--- config.mk ---
export PLATFORM = sky130hd
export DESIGN_NAME = cprv_csr_exec
export DESIGN_NICKNAME = d
export VERILOG_FILES = /design/src/rtl/cprv_csr_pkg.sv /design/src/rtl/cprv_csr_check.sv /design/src/rtl/cprv_csr_exec.sv
export SDC_FILE = /design/constraint.sdc
export NUM_CORES = 1
export LEC_CHECK = 0
export ABC_AREA = 1
export CAP_MARGIN = 15
export CORE_MARGIN = 3
export CORE_UTILIZATION = 45
export DETAILED_ROUTE_END_ITERATION = 6
export PLACE_DENSITY_LB_ADDON = 0.2
export SLEW_MARGIN = 20
export SYNTH_ARGS = -nofsm -noshare
export SYNTH_HDL_FRONTEND = slang
export SYNTH_SLANG_ARGS = --single-unit
--- constraint.sdc ---
create_clock -name clk -period 2.25 [get_ports clk]
set_input_delay 0.45 -clock clk [delete_from_list [all_inputs] [get_ports clk]]
set_output_delay 0.45 -clock clk [all_outputs]
set_load 0.05 [all_outputs]
--- src/rtl/cprv_csr_pkg.sv ---
// Shared definitions for the Zicsr execution unit: funct3 encodings, privilege
// levels, FSM states and the read-modify-write value function.
package cprv_csr_pkg;

  localparam logic [2:0] F3_RW  = 3'b001;
  localparam logic [2:0] F3_RS  = 3'b010;
  localparam logic [2:0] F3_RC  = 3'b011;
  localparam logic [2:0] F3_RWI = 3'b101;
  localparam logic [2:0] F3_RSI = 3'b110;
  localparam logic [2:0] F3_RCI = 3'b111;

  localparam logic [1:0] PRIV_U = 2'b00;
  localparam logic [1:0] PRIV_S = 2'b01;
  localparam logic [1:0] PRIV_M = 2'b11;

  localparam int CSR_MAX_W = 64;

  typedef enum logic [1:0] {
    ST_IDLE,
    ST_READ,
    ST_WRITE,
    ST_RESP
  } csr_state_e;

  // op is funct3[1:0]; register and immediate forms share the same encoding
  function automatic logic [CSR_MAX_W-1:0] csr_new_value(
    input logic [1:0]           op,
    input logic [CSR_MAX_W-1:0] old,
    input logic [CSR_MAX_W-1:0] src
  );
    case (op)
      2'b01:   csr_new_value = src;
      2'b10:   csr_new_value = old | src;
      2'b11:   csr_new_value = old & ~src;
      default: csr_new_value = old;
    endcase
  endfunction

endpackage

--- src/rtl/cprv_csr_check.sv ---
// Combinational legality check for a CSR op: funct3 encoding, privilege level
// and read-only region writes. addr is the top nibble of the CSR address.
module cprv_csr_check
  import cprv_csr_pkg::*;
(
  input  logic [3:0] addr,
  input  logic [1:0] priv,
  input  logic       write_req,
  input  logic [2:0] funct3,
  output logic       illegal
);

  logic bad_funct3;
  logic bad_priv;
  logic bad_ro;

  always_comb begin
    bad_funct3 = !(funct3 inside {F3_RW, F3_RS, F3_RC, F3_RWI, F3_RSI, F3_RCI});
    bad_priv   = addr[1:0] > priv;
    bad_ro     = (addr[3:2] == 2'b11) && write_req;
    illegal    = bad_funct3 || bad_priv || bad_ro;
  end

endmodule

--- src/rtl/cprv_csr_exec.sv ---
// Zicsr execution unit: accepts one decoded CSR op, checks legality, performs
// read-modify-write on cprv_csr and returns the old value to writeback.
module cprv_csr_exec
  import cprv_csr_pkg::*;
#(
  parameter int ADDR_WIDTH = 12,
  parameter int DATA_WIDTH = 64
) (
  input  logic                  clk,
  input  logic                  rst_n,
  input  logic                  req_valid,
  output logic                  req_ready,
  input  logic [2:0]            req_funct3,
  input  logic [ADDR_WIDTH-1:0] req_csr_addr,
  input  logic [DATA_WIDTH-1:0] req_rs1_data,
  input  logic [4:0]            req_rs1_idx,
  input  logic [4:0]            req_rd_idx,
  input  logic [1:0]            priv_mode,
  output logic [ADDR_WIDTH-1:0] csr_addr,
  output logic [DATA_WIDTH-1:0] csr_wdata,
  output logic                  csr_w_en,
  input  logic [DATA_WIDTH-1:0] csr_rdata,
  output logic                  resp_valid,
  input  logic                  resp_ready,
  output logic [4:0]            resp_rd_idx,
  output logic [DATA_WIDTH-1:0] resp_rd_data,
  output logic                  resp_rd_we,
  output logic                  resp_illegal
);

  csr_state_e            state;
  logic [DATA_WIDTH-1:0] lat_src;
  logic [1:0]            lat_op;
  logic                  lat_write;
  logic [4:0]            lat_rd;

  logic [DATA_WIDTH-1:0] req_src;
  logic                  req_write;
  logic                  req_illegal;

  // Set/clear with rs1=x0 never writes; the test is on the index, not the value
  always_comb begin
    req_src   = req_funct3[2] ? DATA_WIDTH'(req_rs1_idx) : req_rs1_data;
    req_write = (req_funct3 == F3_RW) || (req_funct3 == F3_RWI) || (req_rs1_idx != 5'd0);
  end

  cprv_csr_check u_check (
    .addr      (req_csr_addr[ADDR_WIDTH-1 -: 4]),
    .priv      (priv_mode),
    .write_req (req_write),
    .funct3    (req_funct3),
    .illegal   (req_illegal)
  );

  always_ff @(posedge clk) begin
    if (!rst_n) begin
      state        <= ST_IDLE;
      req_ready    <= 1'b1;
      csr_addr     <= '0;
      csr_wdata    <= '0;
      csr_w_en     <= 1'b0;
      resp_valid   <= 1'b0;
      resp_rd_idx  <= '0;
      resp_rd_data <= '0;
      resp_rd_we   <= 1'b0;
      resp_illegal <= 1'b0;
      lat_src      <= '0;
      lat_op       <= '0;
      lat_write    <= 1'b0;
      lat_rd       <= '0;
    end else begin
      case (state)
        ST_IDLE: begin
          if (req_valid) begin
            req_ready <= 1'b0;
            lat_src   <= req_src;
            lat_op    <= req_funct3[1:0];
            lat_write <= req_write;
            lat_rd    <= req_rd_idx;
            if (req_illegal) begin
              state        <= ST_RESP;
              resp_valid   <= 1'b1;
              resp_illegal <= 1'b1;
              resp_rd_idx  <= req_rd_idx;
              resp_rd_data <= '0;
              resp_rd_we   <= 1'b0;
            end else begin
              state    <= ST_READ;
              csr_addr <= req_csr_addr;
            end
          end
        end
        ST_READ: begin
          resp_rd_data <= csr_rdata;
          if (lat_write) begin
            state     <= ST_WRITE;
            csr_w_en  <= 1'b1;
            csr_wdata <= DATA_WIDTH'(csr_new_value(lat_op, CSR_MAX_W'(csr_rdata),
                                                   CSR_MAX_W'(lat_src)));
          end else begin
            state        <= ST_RESP;
            csr_addr     <= '0;
            resp_valid   <= 1'b1;
            resp_illegal <= 1'b0;
            resp_rd_idx  <= lat_rd;
            resp_rd_we   <= (lat_rd != 5'd0);
          end
        end
        ST_WRITE: begin
          state        <= ST_RESP;
          csr_w_en     <= 1'b0;
          csr_wdata    <= '0;
          csr_addr     <= '0;
          resp_valid   <= 1'b1;
          resp_illegal <= 1'b0;
          resp_rd_idx  <= lat_rd;
          resp_rd_we   <= (lat_rd != 5'd0);
        end
        ST_RESP: begin
          if (resp_ready) begin
            state        <= ST_IDLE;
            req_ready    <= 1'b1;
            resp_valid   <= 1'b0;
            resp_illegal <= 1'b0;
            resp_rd_idx  <= '0;
            resp_rd_data <= '0;
            resp_rd_we   <= 1'b0;
          end
        end
        default: state <= ST_IDLE;
      endcase
    end
  end

endmodule

==> run metrics <==
Gate power share=0.492; outcome=complete, no violations; WP depth=1; Port Buf Inserts=308; layout cell share with drive strength beyond 1=0.0875; DR iter-0 viols=481; Overflow after GRT=0; Inserted Clock Buffers=24; nets=1794; Worst Setup SP=resp_rd_data[2]; largest delay contributor family on the critical path=buffers and inverters; Max Clock Skew=15.7 ps; Fillers=1910; # IOs=309; die area=0.0240 mm^2; crit path capture=resp_rd_data[2]; dpl cell area=0.0132 mm^2; TritonCTS clock tree=built; DRT antenna net count=0; Fmax=458 MHz; Starting Density=0.466; worst rel slew slack=0.461; Layout area overhead=40.8%; Design Power=18.8 mW; cell area after synthesis=0.00999 mm^2; r2r startpoint=state[0]; power per cell area=1330 mW/mm^2; hpwl dp=21.2 mm; Tcrit/Tclk final=0.970; Syn Area/Cell=7.30 um^2; Clock Latency Late Sink=520 ps; WL/cell=16.3 um; first-pass GRT wire length=50.3 mm; CP max stage cell=clkdlybuf4s50_1; worst path cell trace=clkdlybuf4s50_1; largest net degree at the start of global routing=93; CTS Hold Buffers Added=0; clock slew at reported path FFs=60 ps; sum of negative setup slack=0 ps; final setup fails=0; crit path DAT=1730 ps; Die X-Extent=155 um; Buf+Inv Stages, Crit Path=1; NetSw=8.23 mW; Setup Fix Bufs, Post-CTS=0; worst slew pin tran=808 ps; clock network power share=0.218; CP max FO=2; FF-to-FF setup slack=340 ps; slowest cell delay on critical path=890 ps; library cells used by synthesis=24; #FFs+latches synth=224; Crit. End Element=output port; DP Cell Count=1877; unrepaired setup endpoints after global routing=false; first drt pass iteration count=5; Final Critical Period=2180 ps; vias in the first global route=9712; finished layout cell area=0.0141 mm^2; Synth Net Count=1534; worst reg2reg path endpoint=resp_rd_data[23]; Leakage Power=5.39 nW; Core Region=0.0214 mm^2; initial antenna violation count=1; gpl congestion=0.818; CTS root buf=clkbuf_16; num rows=53; clk sinks=224; die extent in y=155 um; non-filler cells, final=1921; sw frac=0.439; required time of the critical path=1800 ps; Slew Viols, Final=0; Post-Syn Instances=1368; DRC viols=0; register share of total power=0.290; classification of the worst-slack hold path=in -> reg; clk buf depth=3; post-DR vias/cell=5.21; H-tree levels=1; # diodes=0; post_cts resized=0; vias post-DR=10.0k; aggregate global-route resource usage=0.253; internal power=10.5 mW; number of warnings issued by yosys=0; final core utilization=0.657; sequential share of the synthesized area=0.449; Worst Reg-to-Reg Cells=11; worst vdd ir=1.06 mV; total wire length=31.4 mm; Critical Path Source Type=flip-flop; CP Class=reg -> out; Hold Violations, Final=0; Max-Cap Viols=0
cells in the mapped netlist:
master | instances | area (um^2)
a211oi_1 | 58 | 435
a21oi_1 | 148 | 741
a22o_1 | 5 | 43.8
buf_1 | 6 | 22.5
buf_12 | 6 | 120
buf_2 | 34 | 170
buf_4 | 2 | 15.0
buf_6 | 3 | 33.8
clkbuf_1 | 54 | 203
dfxtp_1 | 224 | 4480
ha_1 | 7 | 87.6
inv_1 | 91 | 342
inv_2 | 3 | 11.3
nand2_1 | 322 | 1210
nand2_2 | 56 | 350
nand3_1 | 18 | 90.1
nand3_2 | 1 | 10.0
nor2_1 | 173 | 649
o211ai_1 | 69 | 518
o21ai_0 | 84 | 420
o21ai_2 | 1 | 8.76
o21bai_2 | 1 | 11.3
o31ai_1 | 1 | 7.51
or2_2 | 1 | 6.26
area by class of cell:
type	instances	area, um^2	area share
Inverter	94	358	0.0254
Timing Repair Buffer	339	3440	0.245
Clock inverter	12	146	0.0104
Clock buffer	32	681	0.0484
Multi-Input combinational cell	945	4610	0.328
Tap cell	275	344	0.0245
Sequential cell	224	4480	0.319
worst min path at each step:
stage	from	to	slack, ps	cells after the start
3_3_place_gp	csr_wdata[27]	csr_wdata[27]	450	2
6_report	rst_n	resp_rd_data[40]	370	3
4_1_cts	rst_n	resp_rd_data[40]	350	3
2_1_floorplan	lat_rd[1]	lat_rd[1]	440	2
5_1_grt	rst_n	resp_rd_data[40]	380	3
3_5_place_dp	csr_wdata[63]	csr_wdata[63]	450	2
cell families (layout without fill, tap and decap cells):
family,Yosys count,after routing,synth area share
AOI/OAI and AO/OA,367,367,0.219
buffers and inverters,199,477,0.0918
adders and majority gates,7,7,0.00877
DFF,224,224,0.449
and+or+nand+nor,571,571,0.232
sequential cells by signal (all words and copies together), names as in the netlist:
signal,count
lat_src,64
resp_illegal,1
csr_w_en,1
csr_addr,12
resp_valid,1
csr_wdata,64
resp_rd_idx,5
lat_rd,5
lat_op,2
resp_rd_data,64
state,2
resp_rd_we,1
req_ready,1
lat_write,1
power groups by stage:
stage               logic, mW  registers (mW)  clock network [mW]
floorplan                4.68            7.48                   0
global placement         9.06            5.50                   0
detailed placement       9.22            5.52                   0
CTS                      9.27            5.45                4.18
global route             10.1            5.56                4.34
finish                   9.23            5.45                4.09
layer usage:
| layer | track usage | up-vias | wire [um] |
|---|---|---|---|
| met4 | 0.0816 | 2 | 989 |
| met2 | 0.426 | 359 | 14900 |
| met5 | 0 | - | 13 |
| li1 | - | 5005 | - |
| met3 | 0.0556 | 63 | 2430 |
| met1 | 0.323 | 4573 | 13100 |
cells in the final DEF, fill, tap and decap left out:
| cell type | n |
|---|---|
| a211oi_1 | 58 |
| a21oi_1 | 148 |
| a22o_1 | 5 |
| buf_12 | 10 |
| buf_4 | 22 |
| bufinv_16 | 3 |
| clkbuf_1 | 3 |
| clkbuf_16 | 24 |
| clkbuf_8 | 5 |
| clkdlybuf4s50_1 | 307 |
| clkinv_2 | 8 |
| clkinv_8 | 1 |
| dfxtp_1 | 224 |
| ha_1 | 6 |
| ha_2 | 1 |
| inv_1 | 88 |
| inv_2 | 4 |
| inv_4 | 2 |
| nand2_1 | 319 |
| nand2_2 | 58 |
| nand2_4 | 1 |
| nand3_1 | 18 |
| nand3_2 | 1 |
| nor2_1 | 172 |
| nor2_4 | 1 |
| o211ai_1 | 69 |
| o21ai_0 | 84 |
| o21ai_2 | 1 |
| o21bai_2 | 1 |
| o31ai_1 | 1 |
| or2_2 | 1 |
stage by stage:
stage / hold slack (ps) / setup WS [ps]
final: 370 / 67.7
after CTS: 353 / 43.5
after floorplan: 443 / 455
after global placement: 451 / -88.6
after detailed placement: 454 / -159
after global routing: 379 / 12.0
No activity file was read; power rests on OpenSTA's default activity.
